===== config.mk =====
export PLATFORM = sky130hd
export DESIGN_NAME = multi_channel_scoreboard
export DESIGN_NICKNAME = d
export VERILOG_FILES = /design/src/rtl/multi_channel_scoreboard.sv
export SDC_FILE = /design/constraint.sdc
export NUM_CORES = 1
export LEC_CHECK = 0
export BUFFER_PORTS_ARGS = -buffer_cell sky130_fd_sc_hd__buf_2
export CAP_MARGIN = 0
export CORE_ASPECT_RATIO = 0.9
export CORE_MARGIN = 2
export CORE_UTILIZATION = 55
export DETAILED_ROUTE_END_ITERATION = 12
export HOLD_SLACK_MARGIN = 0.06
export PLACE_DENSITY = 0.79
export SLEW_MARGIN = 10
export SYNTH_ARGS = -nofsm -noshare
export SYNTH_HDL_FRONTEND = slang
export SYNTH_SLANG_ARGS = --single-unit

===== constraint.sdc =====
create_clock -name clk -period 4 [get_ports clk]
set_input_delay 0.2 -clock clk [delete_from_list [all_inputs] [get_ports clk]]
set_output_delay 0.2 -clock clk [all_outputs]
set_load 0.05 [all_outputs]

===== src/rtl/multi_channel_scoreboard.sv =====
// multi_channel_scoreboard
// Tracks CHANNELS independent FIFO-like channels beside a DUT. On a start-qualified
// push, each channel captures one tagged word and counts how many words are queued
// ahead of it. When that word reaches the head, it is compared against data_out.
// Overflow and underflow are also flagged. prop_signal stays high while no channel
// has failed.
// Optional feature: define SB_LATENCY_EN to add the max_latency output, which holds
// the largest capture-to-check cycle count seen on any channel.
module multi_channel_scoreboard #(
  parameter int WIDTH    = 8,
  parameter int DEPTH    = 4,
  parameter int CHANNELS = 2
) (
  input  logic                      clk,
  input  logic                      rst,
  input  logic                      start,
  input  logic [CHANNELS-1:0]       push,
  input  logic [CHANNELS-1:0]       pop,
  input  logic [CHANNELS*WIDTH-1:0] data_in,
  input  logic [CHANNELS*WIDTH-1:0] data_out,
  output logic [CHANNELS-1:0]       done,
  output logic [CHANNELS-1:0]       chan_fail,
`ifdef SB_LATENCY_EN
  output logic [15:0]               max_latency,
`endif
  output logic                      prop_signal
);

  localparam int OCC_W = $clog2(DEPTH + 1);
  localparam logic [OCC_W-1:0] OCC_ZERO  = {OCC_W{1'b0}};
  localparam logic [OCC_W-1:0] OCC_ONE   = OCC_W'(1);
  localparam logic [OCC_W-1:0] OCC_DEPTH = OCC_W'(DEPTH);

  typedef enum logic [1:0] {
    ST_IDLE  = 2'd0,
    ST_TRACK = 2'd1,
    ST_DONE  = 2'd2
  } state_t;

`ifdef SB_LATENCY_EN
  logic [CHANNELS-1:0]    lat_done_s;
  logic [CHANNELS*16-1:0] lat_val_s;
  logic                   lat_any_s;
  logic [15:0]            lat_cand_s;
  logic [15:0]            max_latency_r;
`endif

  for (genvar c = 0; c < CHANNELS; c++) begin : g_chan
    state_t           state_r;
    logic [OCC_W-1:0] occ_r;
    logic [OCC_W-1:0] occ_nxt_s;
    logic [OCC_W-1:0] ahead_r;
    logic [OCC_W-1:0] ahead_arm_s;
    logic [WIDTH-1:0] tag_r;
    logic [WIDTH-1:0] din_s;
    logic [WIDTH-1:0] dout_s;
    logic             push_s;
    logic             pop_s;
    logic             ovf_s;
    logic             udf_s;
    logic             arm_s;
    logic             check_s;
    logic             miss_s;
    logic             done_r;
    logic             fail_r;

    assign push_s  = push[c];
    assign pop_s   = pop[c];
    assign din_s   = data_in[c*WIDTH +: WIDTH];
    assign dout_s  = data_out[c*WIDTH +: WIDTH];
    assign ovf_s   = push_s && !pop_s && (occ_r == OCC_DEPTH);
    assign udf_s   = pop_s && (occ_r == OCC_ZERO);
    assign arm_s   = (state_r == ST_IDLE) && start && push_s;
    assign check_s = (state_r == ST_TRACK) && pop_s && (ahead_r == OCC_ZERO);
    assign miss_s  = check_s && (dout_s != tag_r);

    // Words ahead of the tagged word: current occupancy minus a head word leaving now.
    assign ahead_arm_s = (pop_s && (occ_r != OCC_ZERO)) ? (occ_r - OCC_ONE) : occ_r;

    // Next occupancy: saturate on overflow, hold at zero on underflow.
    always_comb begin
      occ_nxt_s = occ_r;
      if (push_s && !pop_s) begin
        if (occ_r == OCC_DEPTH) begin
          occ_nxt_s = occ_r;
        end else begin
          occ_nxt_s = occ_r + OCC_ONE;
        end
      end else if (pop_s && !push_s) begin
        if (occ_r == OCC_ZERO) begin
          occ_nxt_s = occ_r;
        end else begin
          occ_nxt_s = occ_r - OCC_ONE;
        end
      end else if (push_s && pop_s) begin
        if (occ_r == OCC_ZERO) begin
          occ_nxt_s = OCC_ONE;
        end else begin
          occ_nxt_s = occ_r;
        end
      end else begin
        occ_nxt_s = occ_r;
      end
    end

    // Per-channel tracking FSM, occupancy and sticky failure flag.
    always_ff @(posedge clk) begin
      if (rst) begin
        state_r <= ST_IDLE;
        occ_r   <= OCC_ZERO;
        ahead_r <= OCC_ZERO;
        tag_r   <= {WIDTH{1'b0}};
        done_r  <= 1'b0;
        fail_r  <= 1'b0;
      end else begin
        occ_r <= occ_nxt_s;
        if (ovf_s || udf_s || miss_s) begin
          fail_r <= 1'b1;
        end
        case (state_r)
          ST_IDLE: begin
            if (arm_s) begin
              state_r <= ST_TRACK;
              tag_r   <= din_s;
              ahead_r <= ahead_arm_s;
            end
          end
          ST_TRACK: begin
            if (pop_s) begin
              if (ahead_r == OCC_ZERO) begin
                state_r <= ST_DONE;
                done_r  <= 1'b1;
              end else begin
                ahead_r <= ahead_r - OCC_ONE;
              end
            end
          end
          ST_DONE: begin
            done_r <= 1'b1;
          end
          default: begin
            state_r <= ST_IDLE;
          end
        endcase
      end
    end

    assign done[c]      = done_r;
    assign chan_fail[c] = fail_r;

`ifdef SB_LATENCY_EN
    logic [15:0] lat_r;
    logic [15:0] lat_inc_s;

    assign lat_inc_s = (lat_r == 16'hFFFF) ? lat_r : (lat_r + 16'd1);

    // Capture-to-check cycle counter: cleared on capture, counts while tracking.
    always_ff @(posedge clk) begin
      if (rst) begin
        lat_r <= 16'd0;
      end else if (arm_s) begin
        lat_r <= 16'd0;
      end else if (state_r == ST_TRACK) begin
        lat_r <= lat_inc_s;
      end
    end

    assign lat_done_s[c]           = check_s;
    assign lat_val_s[c*16 +: 16]   = lat_inc_s;
`endif
  end

  assign prop_signal = ~|chan_fail;

`ifdef SB_LATENCY_EN
  // Largest latency among the channels completing their check this cycle.
  always_comb begin
    lat_any_s  = 1'b0;
    lat_cand_s = 16'd0;
    for (int i = 0; i < CHANNELS; i++) begin
      if (lat_done_s[i]) begin
        lat_any_s = 1'b1;
        if (lat_val_s[i*16 +: 16] > lat_cand_s) begin
          lat_cand_s = lat_val_s[i*16 +: 16];
        end else begin
          lat_cand_s = lat_cand_s;
        end
      end else begin
        lat_cand_s = lat_cand_s;
      end
    end
  end

  // Running maximum, updated on the same edge that raises done.
  always_ff @(posedge clk) begin
    if (rst) begin
      max_latency_r <= 16'd0;
    end else if (lat_any_s && (lat_cand_s > max_latency_r)) begin
      max_latency_r <= lat_cand_s;
    end
  end

  assign max_latency = max_latency_r;
`endif

endmodule


Word-level counts from Yosys, hierarchy flattened
Index checks and enable logic that the tools add are counted.
- flip-flop bits (word level): 36
- input bits: 39
- output and inout port bits: 5
- logic and storage cells: 134
- $add $sub $neg: 6
- eq/ne operators: 20
- multiplexer cells: 36
- bitwise gates (word level): 2
- reduce and logical (&&, ||, !) cells: 58
- operators with widths (kind ; count):
    $mux 3 ; 20
    $reduce_and 4->1 ; 6
    $logic_and 1x1->1 ; 22
    $reduce_bool 3->1 ; 6
    $ne 2x2->1 const B ; 8
    $ne 8x8->1 ; 2
    $logic_not 3->1 ; 4
    $mux 2 ; 6
    $pmux 2 s3 ; 2
    $pmux 3 s2 ; 2
    $sub 3x1->3 const B ; 4
    $reduce_bool 2->1 ; 4
    $add 3x1->3 const B ; 2
    $eq 3x3->1 const B ; 2
    $ne 3x3->1 const B ; 2
    $reduce_and 3->1 ; 2
    $logic_not 1->1 ; 5
    $eq 2x1->1 const B ; 2
    $eq 2x2->1 const B ; 2
    $logic_not 2->1 ; 2
    $logic_or 1x1->1 ; 4
    $mux 1 ; 4
    $ne 2x1->1 const B ; 2
    $pmux 1 s2 ; 2
    other kinds (3) ; 5

Depth between registers and ports, before layout
Gate-level depths: netlist of run 1.
- depth in word-level cells: 5
- mapped depth: 8
- gate-level depth less buffers: 6

Least setup slack after synthesis of run 1
No wires, ideal clock.
- path type: register to register
- start point: register g_chan[1].occ_r[0]
- end point: register g_chan[1].ahead_r[1]
- arrival time: 1.702 ns
- slack: 2.211 ns
- stages on the path, launching flop included: 9
- path buffers: 2
- clock period less this slack: 1.789 ns
- path through: dfxtp_1 > clkbuf_1 > inv_1 > ha_1 > buf_2 > nand2b_1 > a21oi_1 > a311o_1 > a221oi_2
- word-level cells in the longest chain between the ends: 5
- RTL lines (item ; RTL line ; RTL):
    from (decl) ; 50 ; logic [OCC_W-1:0] occ_r;
    from (signal assigned) ; 116 ; occ_r <= occ_nxt_s;
    branches (longest 2 deep; another with $sub 3x1->3) ; - ;
    $mux 3 (*) ; 78 ; assign ahead_arm_s = (pop_s && (occ_r != OCC_ZERO)) ? (occ_r - OCC_ONE) : occ_r;
    $mux 3 (*) ; 122 ; if (arm_s) begin
    $pmux 3 s2 (*) ; 120 ; case (state_r)
    to (signal assigned) ; 125 ; ahead_r <= ahead_arm_s;
    to (signal assigned) ; 134 ; ahead_r <= ahead_r - OCC_ONE;
    to (decl) ; 52 ; logic [OCC_W-1:0] ahead_r;
Mark *: on every way between the ends. The select of a mux whose other input is x is not followed.
A chain may end at the register's enable or synchronous reset.

Final worst setup path of run 1
Ends and elaborated chain as after synthesis.

==> results of run 1 <==
[synth_stat cells (2+ instances only)]
| master | number | area [µm²] |
|---|---|---|
| sky130_fd_sc_hd__buf_4 | 4 | 30.0 |
| sky130_fd_sc_hd__or3_1 | 5 | 31.3 |
| sky130_fd_sc_hd__nor2b_1 | 2 | 12.5 |
| sky130_fd_sc_hd__o21a_1 | 4 | 30.0 |
| sky130_fd_sc_hd__nand2b_1 | 8 | 50.1 |
| sky130_fd_sc_hd__a311o_1 | 3 | 30.0 |
| sky130_fd_sc_hd__buf_1 | 2 | 7.51 |
| sky130_fd_sc_hd__dfxtp_1 | 36 | 721 |
| sky130_fd_sc_hd__a21boi_0 | 2 | 15.0 |
| sky130_fd_sc_hd__nand2_1 | 39 | 146 |
| sky130_fd_sc_hd__buf_6 | 2 | 22.5 |
| sky130_fd_sc_hd__o21ai_0 | 13 | 65.1 |
| sky130_fd_sc_hd__a31oi_1 | 4 | 25.0 |
| sky130_fd_sc_hd__nand3_1 | 5 | 25.0 |
| sky130_fd_sc_hd__nor4_1 | 2 | 12.5 |
| sky130_fd_sc_hd__mux2i_1 | 3 | 30.0 |
| sky130_fd_sc_hd__nor2_1 | 15 | 56.3 |
| sky130_fd_sc_hd__inv_1 | 19 | 71.3 |
| sky130_fd_sc_hd__clkbuf_1 | 6 | 22.5 |
| sky130_fd_sc_hd__nand3b_1 | 5 | 37.5 |
| sky130_fd_sc_hd__xnor2_1 | 19 | 166 |
| sky130_fd_sc_hd__nor3_1 | 6 | 30.0 |
| sky130_fd_sc_hd__ha_1 | 13 | 163 |
| sky130_fd_sc_hd__nand4b_1 | 2 | 17.5 |
| sky130_fd_sc_hd__a21oi_1 | 36 | 180 |
| sky130_fd_sc_hd__buf_2 | 4 | 20.0 |
| sky130_fd_sc_hd__nand4_1 | 8 | 50.1 |
[power groups by stage]
stage | Clock [µW] | Sequential, µW | Combinational, µW
CTS | 363 | 462 | 491
finish | 357 | 462 | 495
global placement | 0 | 468 | 477
global route | 375 | 469 | 550
detailed placement | 0 | 469 | 485
floorplan | 0 | 444 | 421
[kinds of logic (layout without fill, tap and decap cells)]
kind of cell,count (synthesis),count (layout),synth area share
simple gates,102,102,0.229
compound gates,76,76,0.215
buf+inv,37,71,0.0771
flops,36,36,0.319
xor+xnor,19,19,0.0738
fa+ha+maj,13,13,0.0721
mux,3,3,0.0133
[per-stage QoR]
| step | hold WS (ps) | util | cell area [µm²] | power [µW] | cells |
|---|---|---|---|---|---|
| 6_report | 135 | 0.638 | 2560 | 1310 | 368 |
| 5_1_grt | 136 | 0.638 | 2560 | 1390 | 368 |
| 4_1_cts | 131 | 0.638 | 2560 | 1320 | 368 |
| 3_5_place_dp | 436 | 0.606 | 2440 | 954 | 360 |
| 3_3_place_gp | 429 | 0.606 | 2440 | 945 | 360 |
| 2_1_floorplan | 336 | - | 2260 | 865 | 286 |
[critical path, cell delays in order, from the launching register on]
cell                       delay (ps)
sky130_fd_sc_hd__dfxtp_1          500
sky130_fd_sc_hd__inv_1            150
sky130_fd_sc_hd__ha_1             330
sky130_fd_sc_hd__nand2b_1         220
sky130_fd_sc_hd__a21oi_1          100
sky130_fd_sc_hd__a311o_1          300
sky130_fd_sc_hd__a221oi_2         200
[worst paths after layout]
path	start	end	slack, ps
worst max-delay path	g_chan[1].occ_r[0]$_SDFFE_PP0P_	g_chan[1].ahead_r[1]$_SDFFE_PP0P_	2130
worst min-delay path	data_in[15]	g_chan[1].tag_r[7]$_SDFFE_PP0P_	130
worst max register to register	g_chan[1].occ_r[0]$_SDFFE_PP0P_	g_chan[1].ahead_r[1]$_SDFFE_PP0P_	2130
worst min register to register	g_chan[0].done_r$_SDFFE_PP0P_	g_chan[0].done_r$_SDFFE_PP0P_	450
[sequential cells by signal, indices dropped and copies added (netlist names)]
register / flops
g_chan.ahead_r: 6
g_chan.done_r: 2
g_chan.fail_r: 2
g_chan.occ_r: 6
g_chan.state_r: 4
g_chan.tag_r: 16
[final cells by class]
type                    instances  area [µm²]
inverters                      19        71.3
flip-flops and latches         36         721
clock inverters                 1        30.0
repair buffers                 44         223
fillers                       352        1460
clock buffers                   7        96.3
multi-input cells             213        1360
well taps                      48        60.1
[metal layers]
metal | up-vias | track usage | wire length [µm] | share of wire
met5 | - | 0 | 0 | 0
met2 | 61 | 0.344 | 2280 | 0.48
met3 | 11 | 0.0467 | 252 | 0.053
li1 | 1058 | - | - | -
met1 | 956 | 0.270 | 2170 | 0.45
met4 | 0 | 0.0802 | 80 | 0.017
==> run metrics, run 1 <==
global-route wire length before repair 7810 µm; Slew Limit Headroom 0.493; total standard cell area after synthesis ~0.0023 mm²; routability congestion estimate 0.846; number of CTS-inserted buffers 5; antenna violations before repair 0; max-cap violation count 0; Detailed Route WL 4790 µm; most common cell after layout, fill and taps aside sky130_fd_sc_hd__buf_2; count of warnings emitted by yosys 0; f_max roughly 0.54 GHz; vias roughly 2100; count of antenna-violating nets left after detailed routing 0; Die Y 64.8 µm; grt ovf 0; static leakage about 0.0010 µW; Clk network pwr share 0.272; required time at the endpoint of the critical path 4220 ps; ratio of total power to cell area 513 mW/mm²; sinks on the clock net 36; detailed-route wire length per cell between 10 and 15 µm; type of origin of the critical path flip-flop; maximum clock path buffer count 2; Critical Path Fanout Max 10; clock period minus worst slack 1870 ps; clock-pin slew of the registers on the worst-case setup and hold paths 70 ps; htree depth 2; relative area change from synthesis to final layout 13.6%; Worst Max-Slew Pin Slew 760 ps; proportion of synthesized flip-flops having asynchronous set or reset 0; worst reg-to-reg path cell count 6; number of enable-type register cells in the synthesized netlist 0; Final Skew approximately 5 ps; Final Hold Viols 0; overall track demand over capacity in global routing 0.210; portion of the clock cycle consumed by the worst path in the final layout 0.466; leading cell types in the layout, fill and taps excluded 43 x sky130_fd_sc_hd__buf_2, 39 x sky130_fd_sc_hd__nand2_1, 36 x sky130_fd_sc_hd__a21oi_1, 36 x sky130_fd_sc_hd__dfxtp_1; Avg Inst Size Synth just under 8 µm²; WS Path Type reg -> reg; Chip Width 71.5 µm; number of diodes 0; drt via density 5.67; net count after synthesis 338; residual DRC count 0; setup repair after global routing missed its margin false; Switching Power roughly 480 µW; internal power 832 µW; Floorplan Core Area 0.00402 mm²; number of hold buffers added after CTS 0; starting utilization of the core area 0.561; count of mapped cells out of synthesis 286; via count of the first global-routing pass 1790; library cell used as clock root buffer sky130_fd_sc_hd__clkbuf_8; clock latency on the worst-skew pair 300 ps; IR drop worst, VDD between 0.2 and 0.3 mV; Detailed Routing Iterations Pass 1 4; hold depth 3; die area 0.00463 mm²; share of the yosys chip area belonging to registers 0.319; sum of negative setup slack 0 ps; CP arrival approximately 2100 ps; final-report setup violation count 0; drt first-iter violations 189; hpwl dp 3320 µm; ratio of cells with drive above 1 in the final layout 0.188; number of placed I/O pins 44; final net count 371; Place WS 2180 ps; Slew Viols, Final 0; TritonCTS clock tree done; setup slack of the critical path after layout 2130 ps; Synth Register Bits 36; result of the run complete, no violations; logic gate share of total power 0.376; Row Count 22; number of port buffers 43; number of gates resized after CTS 0; prevailing post-synth register cell sky130_fd_sc_hd__dfxtp_1; Setup Fix Bufs, Post-CTS 0; count of distinct cell types in the synthesized netlist 46; CP endpoint kind flip-flop; largest net degree at the start of global routing 41; switching part of the total 0.367; Seq pwr share 0.352; min-delay worst type in -> reg
Power figures use the tool's default switching activity.
==> run 2: changes to the inputs <==
CORE_UTILIZATION = 50   (was 55)
PLACE_DENSITY = 0.75   (was 0.79)
clock period = 1.66 ns   (was 4 ns; I/O delays follow)
==> run 2 against run 1 <==
Effect of this change: highest routed layer unchanged; largest cell class unchanged; non-clock buffer count rose by 27; flip-flop and latch count unchanged; critical path depth unchanged; clock power is 120% higher.
==> run metrics, run 2 (synthesis results as in run 1) <==
number of CTS-inserted buffers 5; Chip Width 74.8 µm; htree depth 2; die area 0.00507 mm²; via count of the first global-routing pass 1863; Final Hold Viols 0; Final Skew 8.44 ps; Detailed Route WL 4880 µm; overall track demand over capacity in global routing 0.196; relative area change from synthesis to final layout 25.2%; post-route cell area 0.00282 mm²; antenna violations before repair 0; Floorplan Core Area approximately 0.0044 mm²; Slew Limit Headroom 0.510; clock-pin slew of the registers on the worst-case setup and hold paths around 70 ps; maximum clock path buffer count 2; Detailed Routing Iterations Pass 1 4; Worst path slowest cell sky130_fd_sc_hd__dfxtp_2; clock latency on the worst-skew pair 290 ps; Max stage delay on crit path roughly 330 ps; CP endpoint kind flip-flop; vias 2114; count of antenna-violating nets left after detailed routing 0; detailed-route wire length per cell ~12 µm; drt first-iter violations 122; final-report setup violation count 0; Fill cells between 300 and 400; routability congestion estimate 0.808; portion of the clock cycle consumed by the worst path in the final layout 0.935; number of diodes 0; leading cell types in the layout, fill and taps excluded 43 x sky130_fd_sc_hd__buf_2, 39 x sky130_fd_sc_hd__nand2_1, 36 x sky130_fd_sc_hd__a21oi_1; WS Path Type reg -> reg; TritonCTS clock tree done; cells along the critical path inv_2 > ha_2 > or2b_4 > a31o_4 > or3_1 > o211ai_2; post-route worst hold slack 168 ps; required time at the endpoint of the critical path 1870 ps; most common cell after layout, fill and taps aside sky130_fd_sc_hd__buf_2; starting utilization of the core area 0.512; IR drop worst, VDD 0.763 mV; type of origin of the critical path flip-flop; number of placed I/O pins between 40 and 50; setup slack of the critical path after layout 107 ps; drt via density about 5.2; final net count 398; Die Y 67.7 µm; sum of negative setup slack 0 ps; Critical Path Fanout Max 4; Slew Viols, Final 0; clock period minus worst slack 1550 ps; residual DRC count 0; static leakage 0.00115 µW; Worst Max-Slew Pin Slew 736 ps; Place WS 48.8 ps; number of port buffers 43; Row Count 23; ratio of cells with drive above 1 in the final layout 0.222; grt ovf 0; min-delay worst type in -> reg; setup repair after global routing missed its margin false; hpwl dp 3410 µm; total placed instance area about 0.0025 mm²; global-route wire length before repair 7790 µm; result of the run complete, no violations; number of flip-flops in the largest register 16; area taken by multi-input logic gates between 0.001 and 0.0015 mm²; largest net degree at the start of global routing 41; CP arrival 1760 ps; ratio of total power to cell area 1150 mW/mm²; registers with the most flip-flops g_chan.tag_r x16, g_chan.ahead_r x6, g_chan.occ_r x6; max-cap violation count 0; library cell used as clock root buffer sky130_fd_sc_hd__clkbuf_8; register with the most flip-flops g_chan.tag_r; f_max ~0.64 GHz; sinks on the clock net 36; Sequential cell area approximately 720 µm²
[run 2: cell count changes in the layout (fill, tap and decap cells not counted), sizes merged]
| cell | before | now |
|---|---|---|
| buf | 44 | 55 |
| clkinvlp | 0 | 1 |
| dlygate4sd3 | 0 | 16 |
| clkbuf | 7 | 5 |
| clkinv | 0 | 1 |
[run 2: final timing paths]
check,end,startpoint,cells past startpoint,slack (ps)
hold reg to reg,g_chan[1].done_r$_SDFFE_PP0P_,g_chan[1].done_r$_SDFFE_PP0P_,2,450
setup reg to reg,g_chan[1].ahead_r[0]$_SDFFE_PP0P_,g_chan[1].ahead_r[0]$_SDFFE_PP0P_,6,110
setup / recovery,g_chan[1].ahead_r[0]$_SDFFE_PP0P_,g_chan[1].ahead_r[0]$_SDFFE_PP0P_,6,110
hold / removal,g_chan[0].state_r[0]$_SDFFE_PP0P_,push[0],3,170
[run 2: worst max-delay path: cells and delay by family, from the launching register on]
| family | cells | cell delay [ps] |
|---|---|---|
| DFF | 1 | 330 |
| adders and majority gates | 1 | 180 |
| and+or+nand+nor | 2 | 590 |
| buffers and inverters | 1 | 70 |
| AOI/OAI and AO/OA | 2 | 320 |
[run 2: what timing repair did]
item | 4_1_cts | 5_1_grt
endpoints found under the hold margin | 16 | 0
hold buffers | 16 | 0
setup buffers | 0 | 0
gates resized for setup | 0 | 6
endpoints found under the setup margin | 0 | 2
[run 2: final cells by class]
| class | count | share of cell area |
|---|---|---|
| clock inverter | 3 | 0.0151 |
| multi-input combinational | 213 | 0.487 |
| clock buffer | 5 | 0.0244 |
| tap | 62 | 0.0275 |
| inverter | 19 | 0.0253 |
| sequential | 36 | 0.256 |
| timing repair buffer | 71 | 0.165 |
[run 2: through the flow]
stage	utilization	total power [µW]	cells
5_1_grt	0.641	3470	409
3_3_place_gp	0.578	2410	385
2_1_floorplan	-	2110	286
6_report	0.641	3240	409
3_5_place_dp	0.578	2440	385
4_1_cts	0.639	3230	409
[run 2: metal layers]
| metal | share of wire | vias to the layer above | GRT usage | routed length (µm) |
|---|---|---|---|---|
| li1 | - | 1112 | - | - |
| met1 | 0.48 | 951 | 0.264 | 2320 |
| met2 | 0.48 | 45 | 0.313 | 2320 |
| met3 | 0.040 | 6 | 0.0418 | 196 |
| met4 | 0.0082 | 0 | 0.0625 | 40 |
| met5 | 0 | - | 0 | 0 |
[run 2: power breakdown]
group	internal, µW	leakage (µW)	switching [µW]	total, µW
sequential	981	0.000295	92.9	1070
clock	444	0.0000541	325	769
combinational	642	0.000803	756	1400
==> run 3: changes to the inputs <==
CELL_PAD_IN_SITES_DETAIL_PLACEMENT = 0   (was default)
CELL_PAD_IN_SITES_GLOBAL_PLACEMENT = 1   (was default)
CORE_UTILIZATION = 36   (was 50)
PLACE_DENSITY = 0.74   (was 0.75)
==> run 3 against run 2 <==
Effect of this change: setup slack lost 40 ps; final area grew 1.0%; flip-flop and latch count is the same; sequential power is essentially flat; final cell count grew 2.9%; power grew 0.30%; worst hold slack lost 18 ps; critical path depth is the same; via count grew 1.2%; critical path type unchanged; core utilization shrank 17 points; largest cell class unchanged; clock skew shrank 5.3 ps; non-clock buffer count grew 2.
==> run metrics, run 3 (synthesis results as in run 1) <==
result of the run complete, no violations; max-cap violation count 0; Setup Fix Bufs, Post-CTS 0; Fill cells between 600 and 700; via count of the first global-routing pass 1950; die area 0.00692 mm²; clock-pin slew of the registers on the worst-case setup and hold paths 70 ps; Non-Filler Instances 421; htree depth 2; static leakage 0.00117 µW; ratio of cells with drive above 1 in the final layout 0.221; antenna violations before repair 0; f_max 0.628 GHz; required time at the endpoint of the critical path about 1900 ps; min-delay worst type in -> reg; ratio of total power to cell area approximately 1100 mW/mm²; drt via density 5.08; Critical Path Fanout Max 4; library cell used as clock root buffer sky130_fd_sc_hd__clkbuf_8; clock period minus worst slack 1590 ps; CP endpoint kind flip-flop; hold depth 3; most common cell after layout, fill and taps aside sky130_fd_sc_hd__buf_2; routability congestion estimate slightly below 0.8; final-report setup violation count 0; Final Hold Viols 0; detailed-route wire length per cell 12.2 µm; sinks on the clock net 36; clock latency on the worst-skew pair between 200 and 300 ps; Die Y between 70 and 80 µm; Worst Max-Slew Pin Slew 760 ps; Place WS 55.9 ps; Detailed Route WL 5130 µm; final net count 400; drt first-iter violations 115; worst reg-to-reg path cell count 6; post-route cell area 0.00285 mm²; Chip Width 87.4 µm; count of antenna-violating nets left after detailed routing 0; Slew Viols, Final 0; vias 2139; overall track demand over capacity in global routing 0.157; Row Count 27; Hold Path End g_chan[0].state_r[0]$_SDFFE_PP0P_; hpwl dp 3690 µm; number of placed I/O pins 44; overall power after layout 3250 µW; global-route wire length before repair 8690 µm; WS Path Type reg -> reg; maximum clock path buffer count 2; setup slack of the critical path after layout roughly 67 ps; Sequential cell area roughly 720 µm²; source of the worst register-to-register timing path g_chan[1].ahead_r[1]$_SDFFE_PP0P_; number of flip-flops in the largest register 16; number of diodes 0; starting utilization of the core area 0.371; placed cell count a little under 400; CP arrival 1820 ps; number of port buffers 43; critical register-to-register path endpoint g_chan[1].ahead_r[0]$_SDFFE_PP0P_; relative area change from synthesis to final layout 26.5%; Final Skew ~3.2 ps; largest net degree at the start of global routing 41; worst setup slack for register-to-register paths 70 ps; min-delay src push[0]; IR drop worst, VDD 0.493 mV; total placed instance area between 0.002 and 0.003 mm²; TritonCTS clock tree done; registers with the most flip-flops g_chan.tag_r x16, g_chan.ahead_r x6, g_chan.occ_r x6; grt ovf 0; setup repair after global routing missed its margin false; portion of the clock cycle consumed by the worst path in the final layout 0.960; number of CTS-inserted buffers 5; residual DRC count 0; register with the most flip-flops g_chan.tag_r; Floorplan Core Area 0.00608 mm²; leading cell types in the layout, fill and taps excluded 43 x sky130_fd_sc_hd__buf_2, 39 x sky130_fd_sc_hd__nand2_1, 36 x sky130_fd_sc_hd__a21oi_1, 36 x sky130_fd_sc_hd__dfxtp_1, 19 x sky130_fd_sc_hd__xnor2_1; type of origin of the critical path flip-flop; Slew Limit Headroom 0.493; area taken by multi-input logic gates between 0.001 and 0.0015 mm²; sum of negative setup slack 0 ps; Detailed Routing Iterations Pass 1 4
run 3: final cells by class:
| cell class | count | share of cell area |
|---|---|---|
| clock buffer | 6 | 0.0254 |
| clock inverter | 2 | 0.0123 |
| inverter | 19 | 0.0250 |
| multi-input combinational | 213 | 0.485 |
| sequential | 36 | 0.253 |
| tap | 72 | 0.0316 |
| timing repair buffer | 73 | 0.168 |
run 3: report_power, final:
group	switching (µW)	internal [µW]	total, µW
Sequential	89.1	979	1070
Clock	325	446	770
Combinational	777	634	1410
run 3: per-layer routing:
metal / GRT usage / wire [µm]
met5: 0 / 0
met4: 0.0415 / 48
met3: 0.0364 / 196
met2: 0.246 / 2340
met1: 0.215 / 2540
run 3: worst max-delay path, cell delays in order (launching register included):
cell and delay, ps:
sky130_fd_sc_hd__dfxtp_1 300, sky130_fd_sc_hd__inv_1 100, sky130_fd_sc_hd__ha_1 180, sky130_fd_sc_hd__or2b_2 310, sky130_fd_sc_hd__a31o_4 250, sky130_fd_sc_hd__or3_1 320, sky130_fd_sc_hd__o211ai_2 70
run 3: how the worst max path moves through the flow:
stage               slack [ps]                                end                              start
floorplan                   30    g_chan[1].occ_r[1]$_SDFFE_PP0P_    g_chan[1].occ_r[0]$_SDFFE_PP0P_
global placement            30  g_chan[0].ahead_r[1]$_SDFFE_PP0P_  g_chan[0].state_r[1]$_SDFFE_PP0P_
detailed placement          60    g_chan[0].occ_r[0]$_SDFFE_PP0P_    g_chan[0].occ_r[0]$_SDFFE_PP0P_
CTS                         40  g_chan[0].ahead_r[2]$_SDFFE_PP0P_  g_chan[0].state_r[1]$_SDFFE_PP0P_
global route                 9  g_chan[1].ahead_r[0]$_SDFFE_PP0P_  g_chan[1].ahead_r[1]$_SDFFE_PP0P_
finish                      70  g_chan[1].ahead_r[0]$_SDFFE_PP0P_  g_chan[1].ahead_r[1]$_SDFFE_PP0P_
run 3: metrics by stage:
stage	utilization	hold WS, ps
after floorplan	-	219
after global placement	0.423	327
after detailed placement	0.423	332
after CTS	0.467	151
after global routing	0.469	176
final	0.469	151
run 3: what timing repair did:
action	4_1_cts	5_1_grt
setup endpoints to repair	0	7
hold buffers	16	0
resized for setup	0	4
hold endpoints to repair	16	0
